## src/rtl/lsu_pkg.sv

```systemverilog
// Shared types for the load/store controller: access size encodings, FSM states
// and the latched request record.
package lsu_pkg;

    localparam int unsigned XLEN   = 32;
    localparam int unsigned SIZE_W = 3;
    localparam int unsigned OFF_W  = 2;

    // funct3 encodings; 3, 6 and 7 are illegal and fall outside the enum
    typedef enum logic [SIZE_W-1:0] {
        LDST_B  = 3'd0,
        LDST_H  = 3'd1,
        LDST_W  = 3'd2,
        LDST_BU = 3'd4,
        LDST_HU = 3'd5
    } ldst_size_e;

    typedef enum logic [1:0] {
        ST_IDLE,
        ST_LOAD_WAIT,
        ST_RMW_WRITE
    } lsu_state_e;

    // Only the low halfword of store data is ever needed after IDLE
    typedef struct packed {
        logic [OFF_W-1:0]  off;
        logic [SIZE_W-1:0] size;
        logic [XLEN-1:0]   waddr;
        logic [15:0]       wd;
    } lsu_req_t;

    function automatic logic [XLEN-1:0] word_addr(input logic [XLEN-1:0] addr);
        return {addr[XLEN-1:2], 2'b00};
    endfunction

endpackage

```

## src/rtl/lsu_if.sv

```systemverilog
// Core-side and memory-side signals of the load/store controller.
interface lsu_if;
    import lsu_pkg::*;

    logic              core_req_i;
    logic              core_we_i;
    logic [SIZE_W-1:0] core_size_i;
    logic [XLEN-1:0]   core_addr_i;
    logic [XLEN-1:0]   core_wd_i;
    logic [XLEN-1:0]   core_rd_o;
    logic              core_stall_o;
    logic              misalign_o;
    logic              mem_req_o;
    logic              mem_we_o;
    logic [XLEN-1:0]   mem_addr_o;
    logic [XLEN-1:0]   mem_wd_o;
    logic [XLEN-1:0]   mem_rd_i;

    // Environment side: core plus data memory
    modport master (
        output core_req_i, core_we_i, core_size_i, core_addr_i, core_wd_i, mem_rd_i,
        input  core_rd_o, core_stall_o, misalign_o, mem_req_o, mem_we_o, mem_addr_o, mem_wd_o
    );

    // Controller side
    modport slave (
        input  core_req_i, core_we_i, core_size_i, core_addr_i, core_wd_i, mem_rd_i,
        output core_rd_o, core_stall_o, misalign_o, mem_req_o, mem_we_o, mem_addr_o, mem_wd_o
    );

endinterface

```

## src/rtl/lsu_align.sv

```systemverilog
// Combinational datapath: alignment check on the live request, load lane
// extraction/extension and sub-word store merge on the latched request.
module lsu_align
    import lsu_pkg::*;
(
    input  logic [SIZE_W-1:0] chk_size,
    input  logic [OFF_W-1:0]  chk_off,
    output logic              misalign,
    input  logic [SIZE_W-1:0] size,
    input  logic [OFF_W-1:0]  off,
    input  logic [XLEN-1:0]   rd_word,
    input  logic [15:0]       wd,
    output logic [XLEN-1:0]   load_data,
    output logic [XLEN-1:0]   merge_data
);

    logic [7:0]  sel_byte;
    logic [15:0] sel_half;
    logic        is_byte;
    logic        is_half;

    always_comb begin
        misalign = 1'b1;
        case (chk_size)
            LDST_B, LDST_BU: misalign = 1'b0;
            LDST_H, LDST_HU: misalign = chk_off[0];
            LDST_W:          misalign = (chk_off != 2'b00);
            default:         misalign = 1'b1;
        endcase
    end

    assign sel_byte = rd_word[{off, 3'b000} +: 8];
    assign sel_half = off[1] ? rd_word[31:16] : rd_word[15:0];

    always_comb begin
        load_data = '0;
        case (size)
            LDST_B:  load_data = {{24{sel_byte[7]}}, sel_byte};
            LDST_BU: load_data = {24'h0, sel_byte};
            LDST_H:  load_data = {{16{sel_half[15]}}, sel_half};
            LDST_HU: load_data = {16'h0, sel_half};
            LDST_W:  load_data = rd_word;
            default: load_data = '0;
        endcase
    end

    assign is_byte = (size == LDST_B) || (size == LDST_BU);
    assign is_half = (size == LDST_H) || (size == LDST_HU);

    // Byte lanes at off (and off+1 for halfwords) take store data, others keep memory
    always_comb begin
        merge_data = rd_word;
        for (int i = 0; i < 4; i++) begin
            if ((is_byte || is_half) && (OFF_W'(i) == off)) begin
                merge_data[8*i +: 8] = wd[7:0];
            end else if (is_half && (OFF_W'(i) == OFF_W'(off + 2'd1))) begin
                merge_data[8*i +: 8] = wd[15:8];
            end
        end
    end

endmodule

```

## src/rtl/lsu_ctrl.sv

```systemverilog
// Load/store controller: maps byte/halfword/word core accesses onto a word-only
// synchronous memory, with read-modify-write for sub-word stores.
module lsu_ctrl
    import lsu_pkg::*;
(
    input  logic clk_i,
    input  logic rst_i,
    lsu_if.slave bus
);

    lsu_state_e      state;
    lsu_req_t        lat;
    logic            misalign;
    logic            store_word;
    logic [XLEN-1:0] load_data;
    logic [XLEN-1:0] merge_data;

    assign store_word = bus.core_we_i && (bus.core_size_i == LDST_W);

    lsu_align u_align (
        .chk_size   (bus.core_size_i),
        .chk_off    (bus.core_addr_i[1:0]),
        .misalign   (misalign),
        .size       (lat.size),
        .off        (lat.off),
        .rd_word    (bus.mem_rd_i),
        .wd         (lat.wd),
        .load_data  (load_data),
        .merge_data (merge_data)
    );

    // State and latched request; SW and rejected accesses complete in IDLE
    always_ff @(posedge clk_i) begin
        if (rst_i) begin
            state <= ST_IDLE;
            lat   <= '0;
        end else begin
            case (state)
                ST_IDLE: begin
                    if (bus.core_req_i) begin
                        lat <= '{off:   bus.core_addr_i[1:0],
                                 size:  bus.core_size_i,
                                 waddr: word_addr(bus.core_addr_i),
                                 wd:    bus.core_wd_i[15:0]};
                        if (!misalign && !store_word) begin
                            state <= bus.core_we_i ? ST_RMW_WRITE : ST_LOAD_WAIT;
                        end
                    end
                end
                default: state <= ST_IDLE;
            endcase
        end
    end

    // Outputs are forced low during reset so an abandoned RMW never writes
    always_comb begin
        bus.core_rd_o    = '0;
        bus.core_stall_o = 1'b0;
        bus.misalign_o   = 1'b0;
        bus.mem_req_o    = 1'b0;
        bus.mem_we_o     = 1'b0;
        bus.mem_addr_o   = '0;
        bus.mem_wd_o     = '0;
        if (!rst_i) begin
            case (state)
                ST_IDLE: begin
                    if (bus.core_req_i) begin
                        if (misalign) begin
                            bus.misalign_o = 1'b1;
                        end else begin
                            bus.mem_req_o  = 1'b1;
                            bus.mem_addr_o = word_addr(bus.core_addr_i);
                            if (store_word) begin
                                bus.mem_we_o = 1'b1;
                                bus.mem_wd_o = bus.core_wd_i;
                            end else begin
                                bus.core_stall_o = 1'b1;
                            end
                        end
                    end
                end
                ST_LOAD_WAIT: begin
                    bus.core_rd_o = load_data;
                end
                ST_RMW_WRITE: begin
                    bus.mem_req_o  = 1'b1;
                    bus.mem_we_o   = 1'b1;
                    bus.mem_addr_o = lat.waddr;
                    bus.mem_wd_o   = merge_data;
                end
                default: ;
            endcase
        end
    end

endmodule

```

## src/flat_wrapper.sv

```systemverilog
// flat-port wrapper written by rule: the top's interface ports become plain ports
module lsu_ctrl_flat import lsu_pkg::*;
  (clk_i, rst_i, bus_core_req_i, bus_core_we_i, bus_core_size_i, bus_core_addr_i, bus_core_wd_i, bus_mem_rd_i, bus_core_rd_o, bus_core_stall_o, bus_misalign_o, bus_mem_req_o, bus_mem_we_o, bus_mem_addr_o, bus_mem_wd_o);
  lsu_if bus_i ();
  input  logic clk_i;
  input  logic rst_i;
  input wire logic [$bits(bus_i.core_req_i)-1:0] bus_core_req_i;
  input wire logic [$bits(bus_i.core_we_i)-1:0] bus_core_we_i;
  input wire logic [$bits(bus_i.core_size_i)-1:0] bus_core_size_i;
  input wire logic [$bits(bus_i.core_addr_i)-1:0] bus_core_addr_i;
  input wire logic [$bits(bus_i.core_wd_i)-1:0] bus_core_wd_i;
  input wire logic [$bits(bus_i.mem_rd_i)-1:0] bus_mem_rd_i;
  output wire logic [$bits(bus_i.core_rd_o)-1:0] bus_core_rd_o;
  output wire logic [$bits(bus_i.core_stall_o)-1:0] bus_core_stall_o;
  output wire logic [$bits(bus_i.misalign_o)-1:0] bus_misalign_o;
  output wire logic [$bits(bus_i.mem_req_o)-1:0] bus_mem_req_o;
  output wire logic [$bits(bus_i.mem_we_o)-1:0] bus_mem_we_o;
  output wire logic [$bits(bus_i.mem_addr_o)-1:0] bus_mem_addr_o;
  output wire logic [$bits(bus_i.mem_wd_o)-1:0] bus_mem_wd_o;
  assign bus_i.core_req_i = bus_core_req_i;
  assign bus_i.core_we_i = bus_core_we_i;
  assign bus_i.core_size_i = bus_core_size_i;
  assign bus_i.core_addr_i = bus_core_addr_i;
  assign bus_i.core_wd_i = bus_core_wd_i;
  assign bus_i.mem_rd_i = bus_mem_rd_i;
  assign bus_core_rd_o = bus_i.core_rd_o;
  assign bus_core_stall_o = bus_i.core_stall_o;
  assign bus_misalign_o = bus_i.misalign_o;
  assign bus_mem_req_o = bus_i.mem_req_o;
  assign bus_mem_we_o = bus_i.mem_we_o;
  assign bus_mem_addr_o = bus_i.mem_addr_o;
  assign bus_mem_wd_o = bus_i.mem_wd_o;
  lsu_ctrl u_core (.clk_i(clk_i), .rst_i(rst_i), .bus(bus_i));
endmodule
```

## config.mk

```make
export PLATFORM = sky130hd
export DESIGN_NAME = lsu_ctrl_flat
export DESIGN_NICKNAME = d
export VERILOG_FILES = /design/src/rtl/lsu_pkg.sv /design/src/rtl/lsu_if.sv /design/src/rtl/lsu_align.sv /design/src/rtl/lsu_ctrl.sv /design/src/flat_wrapper.sv
export SDC_FILE = /design/constraint.sdc
export NUM_CORES = 1
export LEC_CHECK = 0
export BUFFER_PORTS_ARGS = -buffer_cell sky130_fd_sc_hd__buf_2
export CAP_MARGIN = 10
export CELL_PAD_IN_SITES_DETAIL_PLACEMENT = 2
export CELL_PAD_IN_SITES_GLOBAL_PLACEMENT = 2
export CORE_AREA = 5 5 137 139
export CTS_BUF_LIST = sky130_fd_sc_hd__clkbuf_2
export DETAILED_ROUTE_END_ITERATION = 6
export DIE_AREA = 0 0 142 144
export GPL_TIMING_DRIVEN = 0
export PLACE_DENSITY = 0.81
export RECOVER_POWER = 50
export SLEW_MARGIN = 15
export SYNTH_ARGS = -nofsm -noshare
export SYNTH_HDL_FRONTEND = slang
export SYNTH_SLANG_ARGS = --single-unit
export TNS_END_PERCENT = 20
```

## constraint.sdc

```tcl
create_clock -name clk_i -period 2.1 [get_ports clk_i]
set_input_delay 0.105 -clock clk_i [delete_from_list [all_inputs] [get_ports clk_i]]
set_output_delay 0.105 -clock clk_i [all_outputs]
set_load 0.03 [all_outputs]
```

==> flow_summary.ini <==
[worst_setup_path]
slowest_stage = dfxtp_4
worstPathArrival_ns = 2.43
cp_max_fo = 9
critPathTopFamily = buffers and inverters
max_stage_delay_ns = 0.43
cp.required_ns = 2.00
crit_chain = buf_12 > nor4bb_4 > buf_6 > mux2i_2 > a21oi_1 > a21o_1 > buf_2
criticalPathCategory = reg2out
cp-start-kind = flip-flop
crit_path_end_kind = output pin
crit_buf_inv = 3
rrSetupSlack_ns = 0.21

[synth]
yosysTopAreaCellShare_pct = 25.93
yosysTopAreaCell = dfxtp_1
synth_cell_types = 46
synth_seq_cells = 53
synth.area.top_cells = dfxtp_1 (26%), a21oi_1 (11%), nand2_1 (11%)
ys.warnings.count = 0
synth_flop_cell = dfxtp_1
synth_area_um2 = 4091
synth_seq_area_share_pct = 25.93
synth_async_sr_flop_share_pct = 0
syn_inst = 583
synth_edf_count = 0
avgSynthCellArea_um2 = 7.018

[global_routing]
grt_pass1_vias = 6657
gr-total-overflow = 0
grt_pass1_wl_um = 39900
grt.total_usage_pct = 25.05
grt_start_max_net_pins = 16
antenna_found_initial = 2

[outcome]
violations = negative setup slack
status = finished with violations

[power]
ir_drop_mv = 0.2220
power_density_nw_per_um2 = 372.4
pwr-share-seq_pct = 40.9
p_sw_mw = 1.172
pwr-share-comb_pct = 43.6
static-leakage-power_nw = 3.154
power_mw = 2.818
switching_share_pct = 41.60
power.internal_mw = 1.646
p_clk_share_pct = 15.5

[placement]
port-buffer-count = 200
gp_congestion = 0.8683
hpwl_um = 17370
pre_cts_ws_ns = -0.1126
placedCellCount = 1013

[sta]
period_share_pct = 120.9
fin_crit_ns = 2.539
setup_slack_ns = -0.4393
max_freq_mhz = 393.8
hold_violations = 0
setup_viol = 70
whs_ns = 0.2954
slew_violations = 0
finClkSkew_ns = 0.03351
worst_pin_slew_ns = 0.8200
rsz0062_at_grt = yes
slew_headroom_pct = 45.16

[route]
ant_nets = 0
drt-wirelength-per-cell_um = 27.56
drt_iter0_markers = 353
first_pass_iters = 5
vias_per_cell = 5.572
wl_um = 30370
drc = 0
via_count = 6140

[floorplanning]
rows = 49
initial_utilization_pct = 23.33
die_h_um = 144
ios = 203
die_x_um = 142
core_um2 = 17530
die_area_um2 = 20450

[layout]
drive_above_1_share_pct = 43.17
final_cell_mix = buf_2 (123), nand2_1 (113), a21oi_1 (74)
n_fill_cell = 1932
syn2layout_area_growth_pct = 84.92
final_nets = 973
fin_cells = 1102
mostFrequentLayoutCell = buf_2

[cts]
cts_max_path_buffers = 2
clk_latency_ns = 0.47
cts_root_buf = clkbuf_2
cts_buffers = 5
clk_pin_slew_ns = 0.31
cts_tree = done
htreeDepth = 2
cts.sinks = 53

[flow_run]
cap_violations = 0

[worst_hold_path]
hold_class = in2reg
==> worst min-delay path, delay by kind of cell <==
kind            cells  cell delay [ns]
buf+inv             2             0.29
compound gates      1             0.06
simple gates        3             0.32
==> per-layer routing <==
metal	vias to the layer above	GRT usage, %	routed length (um)	share of wire (%)
met5	-	0	0	0
met4	0	9.949	2051	6.8
met3	130	4.530	2226	7.3
met2	356	45.44	14970	49
met1	2969	29.16	11130	37
li1	2685	-	-	-
==> power groups by stage <==
stage / clock (mW) / combinational [mW] / sequential (mW)
floorplan: 0 / 0.453 / 1.12
global placement: 0 / 0.762 / 1.15
detailed placement: 0 / 0.781 / 1.15
CTS: 0.441 / 1.07 / 1.14
global route: 0.493 / 1.29 / 1.16
finish: 0.435 / 1.23 / 1.15
==> Yosys cell counts, types with 2 or more instances <==
| cell | number |
|---|---|
| nand3_1 | 2 |
| inv_1 | 3 |
| a32oi_1 | 31 |
| o2bb2ai_1 | 9 |
| a21oi_1 | 94 |
| a221o_1 | 8 |
| and3_1 | 9 |
| buf_4 | 10 |
| dfxtp_1 | 53 |
| nor2_1 | 50 |
| and2_1 | 2 |
| a211o_1 | 2 |
| a31oi_1 | 6 |
| o21ai_0 | 26 |
| a22oi_1 | 8 |
| nor3b_1 | 2 |
| mux2_2 | 2 |
| nor3b_2 | 2 |
| or3b_1 | 2 |
| nor3_1 | 4 |
| or2_2 | 2 |
| nor2b_1 | 3 |
| o221a_2 | 5 |
| buf_2 | 13 |
| a21o_1 | 18 |
| buf_1 | 4 |
| mux2i_1 | 31 |
| clkbuf_1 | 34 |
| nand2_1 | 123 |
| a211oi_1 | 8 |
| nor4bb_1 | 2 |
==> state kept, by name (all words and copies together), names as in the netlist <==
| signal | count |
|---|---|
| u_core.lat | 51 |
| u_core.state | 2 |
==> final timing paths <==
path,cells past startpoint,end,start
max,7,bus_mem_wd_o[23],u_core.lat[52]$_SDFFE_PP0P_
min,6,u_core.lat[0]$_SDFFE_PP0P_,bus_core_req_i
max reg2reg,6,u_core.lat[6]$_SDFFE_PP0P_,u_core.state[1]$_SDFFE_PP0P_
min reg2reg,2,u_core.lat[21]$_SDFFE_PP0P_,u_core.lat[21]$_SDFFE_PP0P_
==> timing repair <==
item | CTS | global route
hold buffers | 53 | 0
endpoints found under the setup margin | 97 | 97
gates resized for setup | 270 | 92
cloned | 3 | 0
hold endpoints to repair | 53 | 0
setup buffers | 15 | 12
pin swaps | 25 | 24
==> cell type report <==
type,count,area (um2),area share (%)
Timing Repair Buffer,283,2218,29.32
Antenna cell,2,5.005,0.06615
Clock inverter,3,12.51,0.1654
Clock buffer,5,25.02,0.3307
Multi-Input combinational cell,465,3398,44.91
Buffer,59,524.3,6.929
Sequential cell,53,1085,14.34
Tap cell,229,286.5,3.787
Inverter,3,11.26,0.1488
==> cells by family (layout without fill, tap and decap cells) <==
group / count (synthesis) / after routing / share of synthesized area [%]
AO/OA/AOI/OAI: 217 / 217 / 35.08
flip-flops: 53 / 53 / 25.93
AND/OR/NAND/NOR: 212 / 212 / 22.63
other: 1 / 4 / 0.09166
buffers and inverters: 66 / 353 / 7.584
multiplexers: 34 / 34 / 8.685
==> stage by stage <==
| step | TNS, ns | cell area, um2 | utilization, % |
|---|---|---|---|
| 5_1_grt | -26.10 | 7566 | 43.15 |
| 2_1_floorplan | 0 | 4101 | - |
| 6_report | -13.48 | 7566 | 43.15 |
| 3_5_place_dp | -0.5085 | 5389 | 30.73 |
| 3_3_place_gp | -0.05804 | 5389 | 30.73 |
| 4_1_cts | -8.697 | 7122 | 40.62 |
Power figures use the tool's default switching activity.
